===== src/rtl/fir_out_decim_pkg.sv =====
// Shared constants and arithmetic helpers for the FIR output decimator.
// Rounding and clamping work on a wide signed intermediate so that any legal IN_WIDTH fits.
package fir_out_decim_pkg;

  localparam int CHIDX_WIDTH = 4;
  localparam int CALC_WIDTH  = 33;

  typedef logic signed [CALC_WIDTH-1:0] calc_t;

  typedef struct packed {
    logic  ovf;
    calc_t value;
  } sat_t;

  // Round-half-up arithmetic right shift.
  function automatic calc_t round_shift(input calc_t x, input logic [4:0] shift);
    calc_t bias;
    bias = '0;
    if (shift != 5'd0) bias = calc_t'(1) <<< (shift - 5'd1);
    return (x + bias) >>> shift;
  endfunction

  // Clamp to the signed range of out_width bits and flag when clamping happened.
  function automatic sat_t saturate(input calc_t r, input int out_width);
    calc_t hi;
    calc_t lo;
    sat_t  res;
    hi = (calc_t'(1) <<< (out_width - 1)) - calc_t'(1);
    lo = -hi - calc_t'(1);
    res.ovf   = (r > hi) || (r < lo);
    res.value = (r > hi) ? hi : ((r < lo) ? lo : r);
    return res;
  endfunction

endpackage


===== src/rtl/fir_out_decim_fifo.sv =====
// First-word-fall-through FIFO; a push into a full FIFO is accepted when a pop happens in the same cycle.
module fir_out_decim_fifo #(
  parameter int WIDTH = 20,
  parameter int DEPTH = 8
) (
  input  logic             CLK,
  input  logic             RST,
  input  logic             push,
  input  logic [WIDTH-1:0] push_data,
  input  logic             pop,
  output logic             accepted,
  output logic [WIDTH-1:0] head,
  output logic             full,
  output logic             empty
);

  localparam int AW = $clog2(DEPTH);

  logic [WIDTH-1:0] mem [DEPTH];
  logic [AW-1:0]    wr_ptr_reg;
  logic [AW-1:0]    rd_ptr_reg;
  logic [AW:0]      count_reg;
  logic             pop_ok;

  assign full     = (count_reg == (AW+1)'(DEPTH));
  assign empty    = (count_reg == '0);
  assign pop_ok   = pop && !empty;
  assign accepted = push && (!full || pop_ok);
  assign head     = empty ? '0 : mem[rd_ptr_reg];

  always_ff @(posedge CLK) begin
    if (accepted) mem[wr_ptr_reg] <= push_data;
  end

  always_ff @(posedge CLK) begin
    if (RST) begin
      wr_ptr_reg <= '0;
      rd_ptr_reg <= '0;
      count_reg  <= '0;
    end else begin
      if (accepted) wr_ptr_reg <= wr_ptr_reg + 1'b1;
      if (pop_ok)   rd_ptr_reg <= rd_ptr_reg + 1'b1;
      case ({accepted, pop_ok})
        2'b10:   count_reg <= count_reg + 1'b1;
        2'b01:   count_reg <= count_reg - 1'b1;
        default: count_reg <= count_reg;
      endcase
    end
  end

endmodule


===== src/rtl/fir_out_decim.sv =====
// FIR output stage: edge capture, per-channel decimation, round/narrow, FWFT output FIFO.
// Define FIR_OUT_DECIM_SAT_EN to clamp out-of-range samples (and flag Ovf_Sticky) instead of wrapping.
module fir_out_decim
  import fir_out_decim_pkg::*;
#(
  parameter int IN_WIDTH     = 24,
  parameter int OUT_WIDTH    = 16,
  parameter int MAX_CHANNELS = 2,
  parameter int DEC_WIDTH    = 8,
  parameter int FIFO_DEPTH   = 8
) (
  input  logic                   CLK,
  input  logic                   RST,
  input  logic [DEC_WIDTH-1:0]   Dec_Factor,
  input  logic [4:0]             Shift,
  input  logic                   Status_Clr,
  input  logic [IN_WIDTH-1:0]    Data_In,
  input  logic                   Data_In_Valid,
  input  logic [CHIDX_WIDTH-1:0] Data_In_ChIdx,
  output logic [OUT_WIDTH-1:0]   Data_Out,
  output logic [CHIDX_WIDTH-1:0] Data_Out_ChIdx,
  output logic                   Data_Out_Valid,
  input  logic                   Data_Out_Ready,
  output logic [15:0]            Drop_Cnt,
  output logic                   Ovf_Sticky
);

  localparam int FW = OUT_WIDTH + CHIDX_WIDTH;

  logic                       valid_prev_reg;
  logic                       s0_valid_reg;
  logic signed [IN_WIDTH-1:0] s0_data_reg;
  logic [CHIDX_WIDTH-1:0]     s0_ch_reg;
  logic [DEC_WIDTH-1:0]       dec_reg;
  logic                       dec_changed;
  logic [DEC_WIDTH-1:0]       dec_load;
  logic [MAX_CHANNELS-1:0]    ch_sel;
  logic [MAX_CHANNELS-1:0]    ch_zero;
  logic                       keep;
  calc_t                      x_ext;
  calc_t                      rounded;
  logic [OUT_WIDTH-1:0]       narrow;
  logic                       s1_valid_reg;
  logic [OUT_WIDTH-1:0]       s1_data_reg;
  logic [CHIDX_WIDTH-1:0]     s1_ch_reg;
  logic [15:0]                drop_cnt_reg;
  logic                       push_ok;
  logic                       fifo_full;
  logic                       fifo_empty;
  logic [FW-1:0]              fifo_head;

  // S0: one capture per rising edge of the level-valid; out-of-range channels vanish here.
  always_ff @(posedge CLK) begin
    if (RST) begin
      valid_prev_reg <= 1'b0;
      s0_valid_reg   <= 1'b0;
      s0_data_reg    <= '0;
      s0_ch_reg      <= '0;
      dec_reg        <= '0;
    end else begin
      valid_prev_reg <= Data_In_Valid;
      s0_valid_reg   <= Data_In_Valid && !valid_prev_reg &&
                        ({1'b0, Data_In_ChIdx} < 5'(MAX_CHANNELS));
      s0_data_reg    <= Data_In;
      s0_ch_reg      <= Data_In_ChIdx;
      dec_reg        <= Dec_Factor;
    end
  end

  assign dec_changed = (Dec_Factor != dec_reg);
  assign dec_load    = (Dec_Factor == '0) ? '0 : Dec_Factor - 1'b1;

  genvar gi;
  generate
    for (gi = 0; gi < MAX_CHANNELS; gi++) begin : g_phase
      logic [DEC_WIDTH-1:0] phase_reg;
      assign ch_sel[gi]  = s0_valid_reg && (s0_ch_reg == CHIDX_WIDTH'(gi));
      assign ch_zero[gi] = (phase_reg == '0);
      always_ff @(posedge CLK) begin
        if (RST || dec_changed)
          phase_reg <= '0;
        else if (ch_sel[gi])
          phase_reg <= ch_zero[gi] ? dec_load : phase_reg - 1'b1;
      end
    end
  endgenerate

  assign keep    = |(ch_sel & ch_zero);
  assign x_ext   = calc_t'(s0_data_reg);
  assign rounded = round_shift(x_ext, Shift);

`ifdef FIR_OUT_DECIM_SAT_EN
  sat_t sat;
  logic ovf_reg;
  assign sat    = saturate(rounded, OUT_WIDTH);
  assign narrow = OUT_WIDTH'(sat.value);

  always_ff @(posedge CLK) begin
    if (RST || Status_Clr) ovf_reg <= 1'b0;
    else if (keep && sat.ovf) ovf_reg <= 1'b1;
  end
  assign Ovf_Sticky = ovf_reg;
`else
  assign narrow     = OUT_WIDTH'(rounded);
  assign Ovf_Sticky = 1'b0;
`endif

  // S1: registered kept sample, already narrowed.
  always_ff @(posedge CLK) begin
    if (RST) begin
      s1_valid_reg <= 1'b0;
      s1_data_reg  <= '0;
      s1_ch_reg    <= '0;
    end else begin
      s1_valid_reg <= keep;
      s1_data_reg  <= narrow;
      s1_ch_reg    <= s0_ch_reg;
    end
  end

  fir_out_decim_fifo #(
    .WIDTH (FW),
    .DEPTH (FIFO_DEPTH)
  ) u_fifo (
    .CLK       (CLK),
    .RST       (RST),
    .push      (s1_valid_reg),
    .push_data ({s1_ch_reg, s1_data_reg}),
    .pop       (Data_Out_Ready),
    .accepted  (push_ok),
    .head      (fifo_head),
    .full      (fifo_full),
    .empty     (fifo_empty)
  );

  // S2: a push the FIFO cannot take is counted; a clear in the same cycle wins.
  always_ff @(posedge CLK) begin
    if (RST || Status_Clr)
      drop_cnt_reg <= '0;
    else if (s1_valid_reg && !push_ok && (drop_cnt_reg != 16'hFFFF))
      drop_cnt_reg <= drop_cnt_reg + 1'b1;
  end

  assign Data_Out       = fifo_head[OUT_WIDTH-1:0];
  assign Data_Out_ChIdx = fifo_head[FW-1:OUT_WIDTH];
  assign Data_Out_Valid = !fifo_empty;
  assign Drop_Cnt       = drop_cnt_reg;

endmodule


===== config.mk =====
export PLATFORM = sky130hd
export DESIGN_NAME = fir_out_decim
export DESIGN_NICKNAME = d
export VERILOG_FILES = /design/src/rtl/fir_out_decim_pkg.sv /design/src/rtl/fir_out_decim_fifo.sv /design/src/rtl/fir_out_decim.sv
export SDC_FILE = /design/constraint.sdc
export NUM_CORES = 1
export LEC_CHECK = 0
export BUFFER_PORTS_ARGS = -buffer_cell sky130_fd_sc_hd__buf_2
export CAP_MARGIN = 15
export CORE_ASPECT_RATIO = 1.25
export CORE_MARGIN = 5
export CORE_UTILIZATION = 45
export CTS_BUF_LIST = sky130_fd_sc_hd__clkbuf_4 sky130_fd_sc_hd__clkbuf_8
export DETAILED_ROUTE_END_ITERATION = 6
export HOLD_SLACK_MARGIN = 0.03
export PLACE_DENSITY = 0.64
export SETUP_SLACK_MARGIN = 0.5
export SYNTH_ARGS = -nofsm -noshare
export SYNTH_HDL_FRONTEND = slang
export SYNTH_SLANG_ARGS = --single-unit

===== constraint.sdc =====
create_clock -name CLK -period 15.6 [get_ports CLK]
set_input_delay 3.9 -clock CLK [delete_from_list [all_inputs] [get_ports CLK]]
set_output_delay 3.9 -clock CLK [all_outputs]
set_load 0.03 [all_outputs]

==> impl_results.html <==
<table>
<tr><th>Metric</th><th>Value</th></tr>
<tr><th colspan="2">Outcome</th></tr>
<tr><td>Result of the run</td><td>complete, no violations</td></tr>
<tr><th colspan="2">CTS</th></tr>
<tr><td>Post-CTS setup buffer count</td><td>0</td></tr>
<tr><td>Number of H-tree levels</td><td>2</td></tr>
<tr><td>Clock tree from TritonCTS</td><td>built</td></tr>
<tr><td>Post-CTS clock slew at the launch and capture registers of the worst setup and hold paths</td><td>50 ps</td></tr>
<tr><td>Post-CTS sizing</td><td>0</td></tr>
<tr><td>Insertion delay of the later-clocked pin in the worst-skew pair</td><td>580 ps</td></tr>
<tr><td>Quantity of hold-fixing buffers added after cts</td><td>0</td></tr>
<tr><td>Clock tree buffer depth</td><td>3</td></tr>
<tr><td>Clk root buf</td><td>clkbuf_8</td></tr>
<tr><td>Clk sinks</td><td>about 260</td></tr>
<tr><td>Number of buffers inserted during clock tree synthesis</td><td>43</td></tr>
<tr><th colspan="2">Drt</th></tr>
<tr><td>First-pass detailed-route iteration total</td><td>5</td></tr>
<tr><td>Via-to-Cell Ratio</td><td>6.13</td></tr>
<tr><td>Final wirelength</td><td>40600 um</td></tr>
<tr><td>Vias</td><td>11904</td></tr>
<tr><td>Total DRC errors in the routed layout</td><td>0</td></tr>
<tr><td>Starting DRT DRC Count</td><td>938</td></tr>
<tr><td>Final ANT Viol Nets</td><td>0</td></tr>
<tr><td>Wire length per cell</td><td>approximately 21 um</td></tr>
<tr><th colspan="2">Timing</th></tr>
<tr><td>Number of slew-limit violations in the final report</td><td>0</td></tr>
<tr><td>Final hold violation count</td><td>0</td></tr>
<tr><td>Number of setup violations in the final report</td><td>0</td></tr>
<tr><td>Setup repair after global routing missed its margin</td><td>no</td></tr>
<tr><td>Maximum operating frequency</td><td>110 MHz</td></tr>
<tr><td>Min cycle time layout</td><td>9100 ps</td></tr>
<tr><td>Period utilization</td><td>58.3%</td></tr>
<tr><td>Max_slew headroom</td><td>28.1%</td></tr>
<tr><td>Slew of the pin with the lowest slew margin</td><td>1080 ps</td></tr>
<tr><td>Total Neg Setup Slack</td><td>0 ps</td></tr>
<tr><td>Clk_skew</td><td>roughly 23 ps</td></tr>
<tr><th colspan="2">Worst setup path</th></tr>
<tr><td>Ordered list of cells on the worst path</td><td>buf_2, inv_2, nor2_1, nand2_1, nor2_1, ha_1, a21oi_1, o21ai_1, a22o_1, or2_1, nor3_1, o21ai_0, nor4_2, a222oi_1, a311oi_1</td></tr>
<tr><td>Data arrival time of the critical path</td><td>9550 ps</td></tr>
<tr><td>Req. time, crit path</td><td>16050 ps</td></tr>
<tr><td>Cell family with most CP delay</td><td>simple AND/OR/NAND/NOR gates</td></tr>
<tr><td>Worst setup SP type</td><td>input pin</td></tr>
<tr><td>Capturing element type of the critical path</td><td>flop</td></tr>
<tr><td>Maximum fanout count along the critical path</td><td>37</td></tr>
<tr><td>CP peak stage delay</td><td>870 ps</td></tr>
<tr><td>CP Buf/Inv Count</td><td>2</td></tr>
<tr><td>Type of the setup path with the least slack</td><td>in -&gt; reg</td></tr>
<tr><td>Slowest library cell on the worst path</td><td>nor2_1</td></tr>
<tr><td>Worst path most repeated cell</td><td>nor2_1</td></tr>
<tr><th colspan="2">Placed design</th></tr>
<tr><td>Number of I/O port buffers</td><td>82</td></tr>
<tr><td>Weighted congestion reported at the end of routability-driven placement</td><td>0.982</td></tr>
<tr><td>Half-perimeter wire length of the detailed placement result</td><td>28700 um</td></tr>
<tr><td>Area after detailed placement</td><td>15700 um^2</td></tr>
<tr><th colspan="2">Yosys</th></tr>
<tr><td>Number of distinct library cell variants in the gate-level netlist after synthesis</td><td>92</td></tr>
<tr><td>Post-synth ARST share</td><td>0%</td></tr>
<tr><td>Flip-flop and latch count after synthesis</td><td>264</td></tr>
<tr><td>Number of flops mapped to enable cells by yosys</td><td>160</td></tr>
<tr><td>Sequential fraction of the synthesis area</td><td>46.1%</td></tr>
<tr><td>Average footprint of a synthesized cell</td><td>between 10 and 15 um^2</td></tr>
<tr><td>Flip-flop cell with the highest count after synthesis</td><td>edfxtp_1</td></tr>
<tr><td>Cell area after synthesis</td><td>14900 um^2</td></tr>
<tr><td>Synthesis warning total</td><td>0</td></tr>
<tr><td>Synthesized instance count</td><td>1434</td></tr>
<tr><th colspan="2">GRT</th></tr>
<tr><td>GRT overflow</td><td>0</td></tr>
<tr><td>Global router's overall resource usage</td><td>between 20 and 25%</td></tr>
<tr><td>Number of global-route vias before repair</td><td>11683</td></tr>
<tr><td>Maximum number of pins on one net before global-route repair</td><td>62</td></tr>
<tr><td>Initial antenna violation count</td><td>0</td></tr>
<tr><td>First-pass GRT wire length</td><td>64400 um</td></tr>
<tr><th colspan="2">Floorplanning</th></tr>
<tr><td>Placeable core region</td><td>32800 um^2</td></tr>
<tr><td>Number of rows created at floorplan</td><td>74</td></tr>
<tr><td>Floorplan die width</td><td>173 um</td></tr>
<tr><td>Die Outline Area</td><td>36900 um^2</td></tr>
<tr><td>Effective utilization at floorplan</td><td>a little under half</td></tr>
<tr><td>Chip height</td><td>214 um</td></tr>
<tr><td>Number of top-level pins</td><td>84</td></tr>
<tr><th colspan="2">Job</th></tr>
<tr><td>Max-cap check violation count</td><td>0</td></tr>
<tr><th colspan="2">Pwr</th></tr>
<tr><td>Worst ir drop on vdd</td><td>51.7 uV</td></tr>
<tr><td>Standby leakage power</td><td>0.00582 uW</td></tr>
<tr><td>Power density over cell area</td><td>98.0 nW/um^2</td></tr>
<tr><th colspan="2">Cells and area</th></tr>
<tr><td>Antenna diode count</td><td>0</td></tr>
<tr><td>Area used by multi-input combinational logic</td><td>7630 um^2</td></tr>
<tr><td>Fraction of final layout cells with drive strength greater than 1</td><td>17.5%</td></tr>
<tr><td>Relative area change from synthesis to final layout</td><td>10.5%</td></tr>
<tr><td>Count of filler cells inserted in the layout</td><td>3046</td></tr>
<tr><td>Max reg flops</td><td>160</td></tr>
<tr><td>Nets@finish</td><td>1586</td></tr>
<tr><td>Final design instance area without fill</td><td>16500 um^2</td></tr>
<tr><td>Storage element area</td><td>6890 um^2</td></tr>
<tr><th colspan="2">Worst hold path</th></tr>
<tr><td>Type of the tightest min-delay check</td><td>reg -&gt; reg</td></tr>
</table>
cells in the final DEF, fill, tap and decap left out, drive strengths merged, types with 29 or more instances in the layout:
cell	count
nor2	161
edfxtp	160
nand2	110
dfxtp	104
buf	97
a21oi	83
o21ai	69
clkbuf	59
mux4	55
nor3	55
nor2b	45
ha	42
nand3	40
mux2i	34
nand4	33
xor2	31
inv	29
report_power, final:
part | switching [uW] | total [uW] | internal (uW)
clock | 268 | 575 | 307
sequential | 16.3 | 773 | 756
combinational | 168 | 268 | 99.4
worst reg2reg max path, stage by stage, from the launching register on:
cell	delay, ps
dfxtp_1	370
ha_1	270
fa_1	450
a211oi_4	360
o211ai_4	170
a21boi_4	320
a21oi_1	110
nor3_1	650
mux2_2	310
o21a_1	130
a211oi_1	80
a2111oi_0	600
synthesized netlist by cell type, types with 15 or more instances:
library cell | n | area [um^2]
edfxtp_1 | 160 | 4800
nand3_1 | 40 | 200
nand2_1 | 110 | 413
mux2i_1 | 34 | 340
and2_1 | 15 | 93.8
xor2_1 | 31 | 272
dfxtp_1 | 104 | 2080
a211oi_1 | 19 | 143
ha_1 | 42 | 526
mux4_2 | 53 | 1190
nand4_1 | 33 | 206
o21ai_1 | 15 | 75.1
o211ai_1 | 22 | 165
nor2b_1 | 45 | 282
a21oi_1 | 79 | 395
nor4_1 | 17 | 106
nor3_1 | 55 | 275
clkbuf_1 | 53 | 199
xnor2_1 | 21 | 184
inv_1 | 24 | 90.1
nor2_1 | 160 | 601
o21ai_0 | 53 | 265
logic make-up (layout without fill, tap and decap cells):
group           count (synthesis)  in the layout  share of synthesized area [%]
compound gates                336            336                           15.5
xor+xnor                       52             52                           3.05
fa+ha+maj                      44             44                           3.79
buf+inv                       107            197                           3.01
flops                         264            264                           46.1
mux                            96             96                           11.2
other cells                     1              2                         0.0251
simple gates                  534            534                           17.4
final cells by class:
class	count	area share, %
Tap cell	418	3.17
Sequential cell	264	41.8
Inverter	26	0.592
Multi-Input combinational cell	1064	46.3
Timing Repair Buffer	97	3.17
Clock inverter	15	0.592
Clock buffer	59	4.43
final timing paths:
path / startpoint / endpoint / slack, ps / cells past startpoint
setup reg to reg: s0_data_reg[0] / s1_data_reg[11] / 11580 / 11
hold reg to reg: g_phase[0].phase_reg[3] / g_phase[0].phase_reg[3] / 460 / 2
setup / recovery: Shift[0] / s1_data_reg[2] / 6500 / 15
hold / removal: g_phase[0].phase_reg[3] / g_phase[0].phase_reg[3] / 460 / 2
per-layer routing:
metal | track usage (%) | part of all wire [%] | up-vias
li1 | - | - | 5586
met4 | 11.3 | 5.4 | 0
met2 | 37.1 | 48 | 450
met3 | 3.37 | 5.1 | 133
met1 | 27.2 | 42 | 5735
met5 | 0 | 0 | -
metrics by stage:
stage / hold WS [ps] / util [%] / instances / total power (uW) / setup slack, ps
CTS: 459 / 50.3 / 1943 / 1640 / 6720
detailed placement: 451 / 47.8 / 1869 / 1060 / 6120
global route: 491 / 50.3 / 1943 / 1700 / 6110
finish: 459 / 50.3 / 1943 / 1620 / 6500
floorplan: 436 / - / 1435 / 978 / 7660
global placement: 449 / 47.8 / 1869 / 1050 / 6120
(Power assumes the default switching activity.)
